## src/rtl/score_controller_if.sv

```systemverilog
// Hit-request / score bundle between the collision logic, score_controller
// and score_display. The master drives hits and restart; the slave (the
// score controller) returns the score, strobes and status.
interface score_controller_if #(
  parameter int NUM_REQ = 4
);
  logic [NUM_REQ-1:0] hit_req;
  logic               clear_score;
  logic [15:0]        score_bcd;
  logic [15:0]        high_bcd;
  logic               score_update;
  logic [NUM_REQ-1:0] hit_ack;
  logic               hit_dropped;
  logic               busy;

  modport master (
    output hit_req, clear_score,
    input  score_bcd, high_bcd, score_update, hit_ack, hit_dropped, busy
  );

  modport slave (
    input  hit_req, clear_score,
    output score_bcd, high_bcd, score_update, hit_ack, hit_dropped, busy
  );
endinterface

```

## src/rtl/score_controller.sv

```systemverilog
// Score update sequencer: edge-detects hits from NUM_REQ requesters, queues
// them in saturating pending counters, grants them round-robin onto a
// digit-serial BCD adder and commits the saturating 4-digit score.
//
// state  | meaning
// IDLE   | waiting for any pending hit; picks the next grant
// ADD    | adds one BCD digit per cycle, digits 0..3, into temp
// COMMIT | writes temp (or 9999 on overflow) to the score, strobes ack
module score_controller #(
  parameter int          NUM_REQ    = 4,
  parameter logic [15:0] POINTS_BCD = 16'h0010,
  parameter int          PEND_W     = 2
) (
  input logic               clk_100MHz,
  input logic               reset_n,
  score_controller_if.slave sc
);
  localparam int                RW       = (NUM_REQ > 1) ? $clog2(NUM_REQ) : 1;
  localparam int                RW1      = RW + 1;
  localparam logic [PEND_W-1:0] PEND_MAX = '1;
  localparam logic [RW1-1:0]    NREQ_W   = RW1'(NUM_REQ);

  typedef enum logic [1:0] {IDLE = 2'd0, ADD = 2'd1, COMMIT = 2'd2} state_t;
  state_t state_q, state_d;

  logic [NUM_REQ-1:0] prev_q, rise, dec_vec, drop_vec, hit_ack_q;
  logic [PEND_W-1:0]  pend_q [NUM_REQ];
  logic [RW-1:0]      rr_q, grant_q, grant_d, search_idx, rr_next;
  logic               found;
  logic [1:0]         digit_q, digit_d;
  logic               carry_q, carry_d;
  logic [15:0]        temp_q, temp_d, score_q, high_q, new_score;
  logic [3:0]         score_nib, point_nib;
  logic [4:0]         sum, sum_adj;
  logic               commit, clear;
  logic               score_update_q, hit_dropped_q, busy_q;

  assign clear     = sc.clear_score;
  assign rise      = sc.hit_req & ~prev_q;
  // Overflow out of the thousands digit pins the score at 9999.
  assign new_score = carry_q ? 16'h9999 : temp_q;
  assign score_nib = score_q[{digit_q, 2'b00} +: 4];
  assign point_nib = POINTS_BCD[{digit_q, 2'b00} +: 4];
  assign sum       = {1'b0, score_nib} + {1'b0, point_nib} + {4'b0000, carry_q};
  assign sum_adj   = sum - 5'd10;

  // First requester with pending hits, searching upward from rr with wrap.
  always_comb begin
    logic [RW1-1:0] cand;
    found      = 1'b0;
    search_idx = '0;
    cand       = '0;
    for (int i = 0; i < NUM_REQ; i++) begin
      cand = {1'b0, rr_q} + RW1'(i);
      if (cand >= NREQ_W) cand = cand - NREQ_W;
      if (!found && (pend_q[cand[RW-1:0]] != '0)) begin
        found      = 1'b1;
        search_idx = cand[RW-1:0];
      end
    end
  end

  // Pointer value that follows the current grant.
  always_comb begin
    logic [RW1-1:0] inc;
    inc     = {1'b0, grant_q} + RW1'(1);
    rr_next = (inc >= NREQ_W) ? '0 : inc[RW-1:0];
  end

  // Per-requester commit and drop qualifiers.
  always_comb begin
    dec_vec  = '0;
    drop_vec = '0;
    for (int i = 0; i < NUM_REQ; i++) begin
      dec_vec[i]  = commit && (grant_q == RW'(i));
      drop_vec[i] = rise[i] && !clear && (pend_q[i] == PEND_MAX) && !dec_vec[i];
    end
  end

  // State register.
  always_ff @(posedge clk_100MHz or negedge reset_n) begin
    if (!reset_n) state_q <= IDLE;
    else          state_q <= state_d;
  end

  // Next state, grant latch and digit-serial adder; restart overrides all.
  always_comb begin
    state_d = state_q;
    grant_d = grant_q;
    digit_d = digit_q;
    carry_d = carry_q;
    temp_d  = temp_q;
    commit  = 1'b0;
    case (state_q)
      IDLE: begin
        if (found) begin
          state_d = ADD;
          grant_d = search_idx;
          digit_d = 2'd0;
          carry_d = 1'b0;
        end
      end
      ADD: begin
        if (sum > 5'd9) begin
          temp_d[{digit_q, 2'b00} +: 4] = sum_adj[3:0];
          carry_d = 1'b1;
        end else begin
          temp_d[{digit_q, 2'b00} +: 4] = sum[3:0];
          carry_d = 1'b0;
        end
        digit_d = digit_q + 2'd1;
        if (digit_q == 2'd3) state_d = COMMIT;
      end
      COMMIT: begin
        commit  = 1'b1;
        state_d = IDLE;
      end
      default: state_d = IDLE;
    endcase
    if (clear) begin
      state_d = IDLE;
      digit_d = 2'd0;
      carry_d = 1'b0;
      temp_d  = '0;
      commit  = 1'b0;
    end
  end

  // Datapath, score/high registers and registered output strobes.
  always_ff @(posedge clk_100MHz or negedge reset_n) begin
    if (!reset_n) begin
      grant_q        <= '0;
      digit_q        <= 2'd0;
      carry_q        <= 1'b0;
      temp_q         <= '0;
      score_q        <= '0;
      high_q         <= '0;
      rr_q           <= '0;
      score_update_q <= 1'b0;
      hit_ack_q      <= '0;
      hit_dropped_q  <= 1'b0;
      busy_q         <= 1'b0;
    end else begin
      grant_q        <= grant_d;
      digit_q        <= digit_d;
      carry_q        <= carry_d;
      temp_q         <= temp_d;
      score_update_q <= commit;
      hit_ack_q      <= commit ? (NUM_REQ'(1) << grant_q) : '0;
      hit_dropped_q  <= |drop_vec;
      busy_q         <= (state_d != IDLE);
      if (clear)       score_q <= '0;
      else if (commit) score_q <= new_score;
      if (commit && (new_score > high_q)) high_q <= new_score;
      if (commit) rr_q <= rr_next;
    end
  end

  // Edge detect history and saturating pending-hit counters.
  always_ff @(posedge clk_100MHz or negedge reset_n) begin
    if (!reset_n) begin
      prev_q <= '0;
      for (int i = 0; i < NUM_REQ; i++) pend_q[i] <= '0;
    end else begin
      prev_q <= sc.hit_req;
      for (int i = 0; i < NUM_REQ; i++) begin
        if (clear) begin
          pend_q[i] <= '0;
        end else if (rise[i] && !dec_vec[i]) begin
          if (pend_q[i] != PEND_MAX) pend_q[i] <= pend_q[i] + 1'b1;
        end else if (dec_vec[i] && !rise[i]) begin
          pend_q[i] <= pend_q[i] - 1'b1;
        end
      end
    end
  end

  assign sc.score_bcd    = score_q;
  assign sc.high_bcd     = high_q;
  assign sc.score_update = score_update_q;
  assign sc.hit_ack      = hit_ack_q;
  assign sc.hit_dropped  = hit_dropped_q;
  assign sc.busy         = busy_q;
endmodule
```

## src/flat_wrapper.sv

```systemverilog
// flat-port wrapper written by rule: the top's interface ports become plain ports
module score_controller_flat 
#(
  parameter int          NUM_REQ    = 4,
  parameter logic [15:0] POINTS_BCD = 16'h0010,
  parameter int          PEND_W     = 2
)
  (clk_100MHz, reset_n, sc_hit_req, sc_clear_score, sc_score_bcd, sc_high_bcd, sc_score_update, sc_hit_ack, sc_hit_dropped, sc_busy);
  score_controller_if #(.NUM_REQ(NUM_REQ)) sc_i ();
  input logic clk_100MHz;
  input logic reset_n;
  input wire logic [$bits(sc_i.hit_req)-1:0] sc_hit_req;
  input wire logic [$bits(sc_i.clear_score)-1:0] sc_clear_score;
  output wire logic [$bits(sc_i.score_bcd)-1:0] sc_score_bcd;
  output wire logic [$bits(sc_i.high_bcd)-1:0] sc_high_bcd;
  output wire logic [$bits(sc_i.score_update)-1:0] sc_score_update;
  output wire logic [$bits(sc_i.hit_ack)-1:0] sc_hit_ack;
  output wire logic [$bits(sc_i.hit_dropped)-1:0] sc_hit_dropped;
  output wire logic [$bits(sc_i.busy)-1:0] sc_busy;
  assign sc_i.hit_req = sc_hit_req;
  assign sc_i.clear_score = sc_clear_score;
  assign sc_score_bcd = sc_i.score_bcd;
  assign sc_high_bcd = sc_i.high_bcd;
  assign sc_score_update = sc_i.score_update;
  assign sc_hit_ack = sc_i.hit_ack;
  assign sc_hit_dropped = sc_i.hit_dropped;
  assign sc_busy = sc_i.busy;
  score_controller #(.NUM_REQ(NUM_REQ), .POINTS_BCD(POINTS_BCD), .PEND_W(PEND_W)) u_core (.clk_100MHz(clk_100MHz), .reset_n(reset_n), .sc(sc_i));
endmodule
```

## config.mk

```make
export PLATFORM = sky130hd
export DESIGN_NAME = score_controller_flat
export DESIGN_NICKNAME = d
export VERILOG_FILES = /design/src/rtl/score_controller_if.sv /design/src/rtl/score_controller.sv /design/src/flat_wrapper.sv
export SDC_FILE = /design/constraint.sdc
export NUM_CORES = 1
export LEC_CHECK = 0
export BUFFER_PORTS_ARGS = -buffer_cell sky130_fd_sc_hd__buf_2
export CAP_MARGIN = 25
export CORE_MARGIN = 5
export CORE_UTILIZATION = 40
export CTS_CLUSTER_DIAMETER = 120
export DETAILED_ROUTE_END_ITERATION = 6
export GPL_ROUTABILITY_DRIVEN = 0
export GPL_TIMING_DRIVEN = 0
export SETUP_SLACK_MARGIN = 0.4
export SYNTH_ARGS = -nofsm -noshare
export SYNTH_HDL_FRONTEND = slang
export SYNTH_SLANG_ARGS = --single-unit
```

## constraint.sdc

```tcl
create_clock -name clk_100MHz -period 4.6 [get_ports clk_100MHz]
set_input_delay 0.46 -clock clk_100MHz [delete_from_list [all_inputs] [get_ports clk_100MHz]]
set_output_delay 0.46 -clock clk_100MHz [all_outputs]
set_load 0.02 [all_outputs]
```

After elaboration in Yosys (flattened, before gate mapping)

Cells that the tools add are included.

Register bits: 76
Output and inout port bits: 39
Word-level logic and storage cells: 204

Add/sub/neg operators: 21
Magnitude comparators: 11
Equality and inequality tests: 19
Shift-type cells: 6
Muxes and demuxes: 63
Bitwise operators: 6
Reductions and logical operators: 61

Operators by type and width:

| cell                    | count |
|---|---|
| $mux 16                 | 6 |
| $mux 2                  | 38 |
| $bwmux 16               | 2 |
| $shiftx 4x6->16         | 2 |
| $logic_and 1x1->1       | 28 |
| $ge 3x3->1 const B      | 8 |
| $bmux 2 s2              | 4 |
| $eq 2x2->1 const B      | 8 |
| $gt 16x16->1            | 1 |
| $shift 4x6->16 const A  | 1 |
| $shiftx 16x5->4         | 1 |
| $shiftx 16x5->4 const A | 1 |
| $sub 2x1->2 const B     | 8 |
| $reduce_bool 3->1       | 5 |
| $reduce_bool 2->1       | 7 |
| $logic_not 1->1         | 12 |
| $ne 3x3->1 const B      | 4 |
| $not 2->3               | 4 |
| $reduce_and 2->1        | 6 |
| $add 2x1->2 const B     | 5 |
| $mux 1                  | 9 |
| $ne 2x2->1 const B      | 4 |
| $pmux 2 s2              | 2 |
| $add 2x1->3 const B     | 2 |
| other kinds (16)        | 19 |

Logic depth before layout (Yosys ltp)

Depth in word-level cells: 21
Gate-level depth with buffers: 13
Depth with buffers taken out: 13

Least setup slack after synthesis

No wires, ideal clock.

Path type: reg2reg
Start: reg u_core.digit_q[0]
End: reg u_core.temp_q[15]
Library setup time: 0.122 ns
Data arrival time: 2.804 ns
Data required time: 4.478 ns
Setup slack: 1.675 ns
Stages on the path, launching flop included: 14
Buffers on the path: 1
Period minus slack after synthesis: 2.925 ns
Path through: dfrtp_1 -> buf_6 -> mux4_1 -> inv_1 -> fa_1 -> inv_1 -> ha_1 -> xnor2_4 -> ha_1 -> a22o_4 -> a21oi_1 -> nor2_1 -> a21o_2 -> a32o_1

Cells in the longest elaborated chain, start to end: 9

Ends and longest elaborated chain:

| element                                   | line                                           | RTL |
|---|---|---|
| start: declaration                        | score_controller.sv:30                         | `logic [1:0] digit_q, digit_d;` |
| start signal: assignment                  | score_controller.sv:145                        | `digit_q <= digit_d;` |
| $shiftx 16x5->4, on equally long branches | score_controller.sv:42, score_controller.sv:43 |  |
| $add 4x4->5                               | score_controller.sv:44                         | `assign sum = {1'b0, score_nib} + {1'b0, point_nib} + {4'b0000, carry_q};` |
| $add 5x1->5                               | score_controller.sv:44                         |  |
| $sub 4x4->4                               | score_controller.sv:45                         | `assign sum_adj = sum - 5'd10;` |
| $shiftx 4x6->16                           | score_controller.sv:105                        | `temp_d[{digit_q, 2'b00} +: 4] = sum_adj[3:0];` |
| $bwmux 16                                 | score_controller.sv:105                        |  |
| $mux 16 *                                 | score_controller.sv:104                        | `if (sum > 5'd9) begin` |
| $mux 16 *                                 | score_controller.sv:94                         | `case (state_q)` |
| $mux 16 *                                 | score_controller.sv:120                        | `if (clear) begin` |
| end signal: assignment                    | score_controller.sv:147                        | `temp_q <= temp_d;` |
| end: declaration                          | score_controller.sv:32                         | `logic [15:0] temp_q, temp_d, score_q, high_q, new_score;` |

Every way passes the cells marked *; elsewhere a longest branch is shown, timed or not. The select of a mux whose other input is x is not followed.
A chain may end at the register's enable or synchronous reset.

Worst setup path in the final report

Start: reg u_core.carry_q
End: reg u_core.high_q[1] (netlist: u_core.sc.high_bcd[1])

Cells in the longest elaborated chain, start to end: 3

Ends and longest elaborated chain:

| element                  | line                    | RTL |
|---|---|---|
| start: declaration       | score_controller.sv:31  | `logic carry_q, carry_d;` |
| start signal: assignment | score_controller.sv:146 | `carry_q <= carry_d;` |
| $mux 16                  | score_controller.sv:41  | `assign new_score = carry_q ? 16'h9999 : temp_q;` |
| net u_core.new_score[8]  | score_controller.sv:32  |  |
| $gt 16x16->1             | score_controller.sv:154 | `if (commit && (new_score > high_q)) high_q <= new_score;` |
| $logic_and 1x1->1        | score_controller.sv:154 |  |
| end signal: assignment   | score_controller.sv:154 |  |
| end: declaration         | score_controller.sv:32  |  |

The timed path passes the listed nets, and every way through them passes these cells.

==> impl_results.md <==
- RSZ-0062 raised after global routing: false
- Clock Tree Buf Depth: 2
- Ports: 46
- Final worst path period share: 0.7074
- Top-area cell type share of the netlist area: 0.4766
- Slew headroom: 0.6004
- Clk slew on worst S/H paths: roughly 90 ps
- ANT cells: 0
- Area of the mapped netlist: 3990 um2
- Top post-synthesis cells by area: dfrtp_1, ha_1, a22o_1, mux2_2, a21oi_1
- TritonRoute pass-1 iters: 4
- Fraction of the mapped netlist area in simple logic gates: 0.1317
- Die Ht: 109.9 um
- Postcts setup bufs: 0
- Static Leak: 2.331 nW
- Sequential area share after synthesis: 0.4766
- ANT nets after route: 0
- Power consumption: between 1 and 1.5 mW
- Multiplexer share of the synthesized area: 0.06930
- Initial Utilization: 0.4101
- PwrDens: 301.0 nW/um2
- Setup TNS: 0 ps
- CTS tree: yes
- Mapped Nets: 408
- Count of hold buffers inserted by post-cts repair: 0
- P&R area growth vs syn: 15.52%
- Die Area: 12070 um2
- Max-Cap Viols: 0
- Remaining DRCs: 0
- Setup violations, final: 0
- Worst slew pin tran: 591.0 ps
- Detailed Place HPWL: 6.794 mm
- Final wirelength: 8.930 mm
- Syn Area/Cell: 10.70 um2
- DR vias: 2960
- Final Hold Viols: 0
- Setup ws final: 1346 ps
- Root Buffer: clkbuf_8
- Routed vias/inst: 5.220
- Distinct cells, synth: 48
- Commonest non-fill, non-tap cell in the layout: dfrtp_1
- Crit path arrival time: 3490 ps
- Clock latency on the worst-skew pair: 350 ps
- Top_reg_cell synth: dfrtp_1
- # rows: 36
- Adder-Cell Fraction of Synth Area: 0.08968
- Filler Cell Count: 906
- Hold WC Path Type: primary input to asynchronous set/reset pin
- Critical Path RT: about 4800 ps
- GR Util All Layers: 0.1607
- Critical path class: flip-flop to flip-flop
- Initial antenna violation count: 0
- Commonest non-fill, non-tap cells in the layout: dfrtp_1, buf_2, inv_1, a21oi_1, ha_1
- Fmax: 307.3 MHz
- Port Buf Inserts: 44
- GRT overflow: 0
- Yosys warnings: 0
- Worst Skew: 12.68 ps
- Tmin final: 3254 ps
- Clock Sinks: 76
- First-pass GRT wire length: 14.84 mm
- DR iter-0 viols: between 150 and 200
- Placeable Area: 9729 um2
- Synth Area in XOR/XNOR: 0.01505
- Startpoint types: flip-flop
- Number of synthesized register bits: 76
- DR WL/cell: roughly 16 um
- Largest net degree at the start of global routing: 53
- Die X: 109.9 um
- Cells resized by post-CTS repair: 0
- Setup crit end kind: flip-flop
- Main combinational cell family by area after synthesis: compound AO/OA/AOI/OAI gates
- Status: finished clean
- Layout cells sized above 1: 0.2304
- Final nets: 464
- Compound-Gate Fraction of Synth Area: 0.1722
- Crit Path Max Fanout: 10
- Vias in the first global route: 2984
- Num CTS Buffers: 9
- # H-tree levels: 3
- EDFF count, synth: 0
- Cells after Synth: 373
- Dpl ws: 1327 ps
- Share of flip-flops with an asynchronous set or reset: 1.000
- Synth area leader: dfrtp_1
- Slew Limit Fails: 0
- Peak supply drop: between 0.0001 and 0.00015 V
-- flip-flops by register name, summed over array words and instances, names as in the netlist, 4 cells and up --
name	count
u_core.sc.high_bcd	16
u_core.sc.score_bcd	16
u_core.temp_q	16
u_core.pend_q	8
u_core.prev_q	4
u_core.sc.hit_ack	4
-- path summary, 6_finish.rpt --
kind | start | to | slack [ps] | cells after the start
min reg2reg | u_core.temp_q[0]$_DFFE_PN0P_ | u_core.temp_q[0]$_DFFE_PN0P_ | 500 | 2
max reg2reg | u_core.carry_q$_DFFE_PN0P_ | u_core.sc.high_bcd[1]$_DFFE_PN0P_ | 1350 | 11
max in group asynchronous | reset_n | u_core.pend_q[7]$_DFFE_PN0P_ | 4020 | 2
min in group clk_100MHz | sc_hit_req[1] | u_core.prev_q[1]$_DFF_PN0_ | 220 | 1
max | u_core.carry_q$_DFFE_PN0P_ | u_core.sc.high_bcd[1]$_DFFE_PN0P_ | 1350 | 11
min | reset_n | u_core.pend_q[2]$_DFFE_PN0P_ | 10 | 1
-- final cells by class --
| class | count | area, um2 | area share |
|---|---|---|---|
| repair buffers | 45 | 250.2 | 0.05429 |
| multi-input cells | 251 | 1907 | 0.4137 |
| clock inverters | 5 | 61.31 | 0.01330 |
| plain buffers | 12 | 53.80 | 0.01167 |
| flip-flops and latches | 76 | 1902 | 0.4126 |
| clock buffers | 11 | 141.4 | 0.03067 |
| well taps | 133 | 166.4 | 0.03610 |
| inverters | 34 | 127.6 | 0.02769 |
-- worst max-delay path, cell delays in order (launching register included) --
cell and delay, ps:
dfrtp_1 490, clkbuf_1 260, or2_2 390, ha_1 190
a21o_1 150, a21o_1 170, a21o_1 180, a21oi_1 130
o21ai_0 120, o21ai_2 360, buf_2 330, mux2_2 360
-- Yosys cell counts, drive strengths merged (8+ instances only) --
master and count:
nand3 12, clkbuf 9, inv 34, a21oi 32
o21ai 11, dfrtp 76, o21a 8, nand2 23
ha 27, mux2 15, a22o 25, nor2b 13
nor2 23, or2 11
-- report_power, final --
part	internal, mW	total, mW	switching (mW)
combinational	0.0601	0.159	0.0987
clock	0.266	0.520	0.254
sequential	0.688	0.708	0.0209
total	1.01	1.39	0.373
-- through the flow --
| step | hold WS [ps] | utilization | instances | instance area (um2) |
|---|---|---|---|---|
| 2_1_floorplan | 164.4 | - | 373 | 3990 |
| 3_3_place_gp | 463.3 | 0.4498 | 550 | 4377 |
| 3_5_place_dp | 406.2 | 0.4529 | 551 | 4407 |
| 4_1_cts | 14.64 | 0.4738 | 567 | 4609 |
| 5_1_grt | 34.41 | 0.4738 | 567 | 4609 |
| 6_report | 14.12 | 0.4738 | 567 | 4609 |
-- routing by layer --
metal  GRT usage  vias up  share of wire
met3     0.03171       11          0.057
met4     0.06768        0          0.017
met2      0.2491       84           0.46
met5           0        -              0
li1            -     1432              -
met1      0.2191     1433           0.47
-- kinds of logic (layout without fill, tap and decap cells) --
family / Yosys count / in the layout
compound gates: 97 / 97
xor+xnor: 3 / 3
fa+ha+maj: 28 / 28
buf+inv: 46 / 107
flops: 76 / 76
mux: 20 / 20
simple gates: 103 / 103
(Power assumes the default switching activity.)
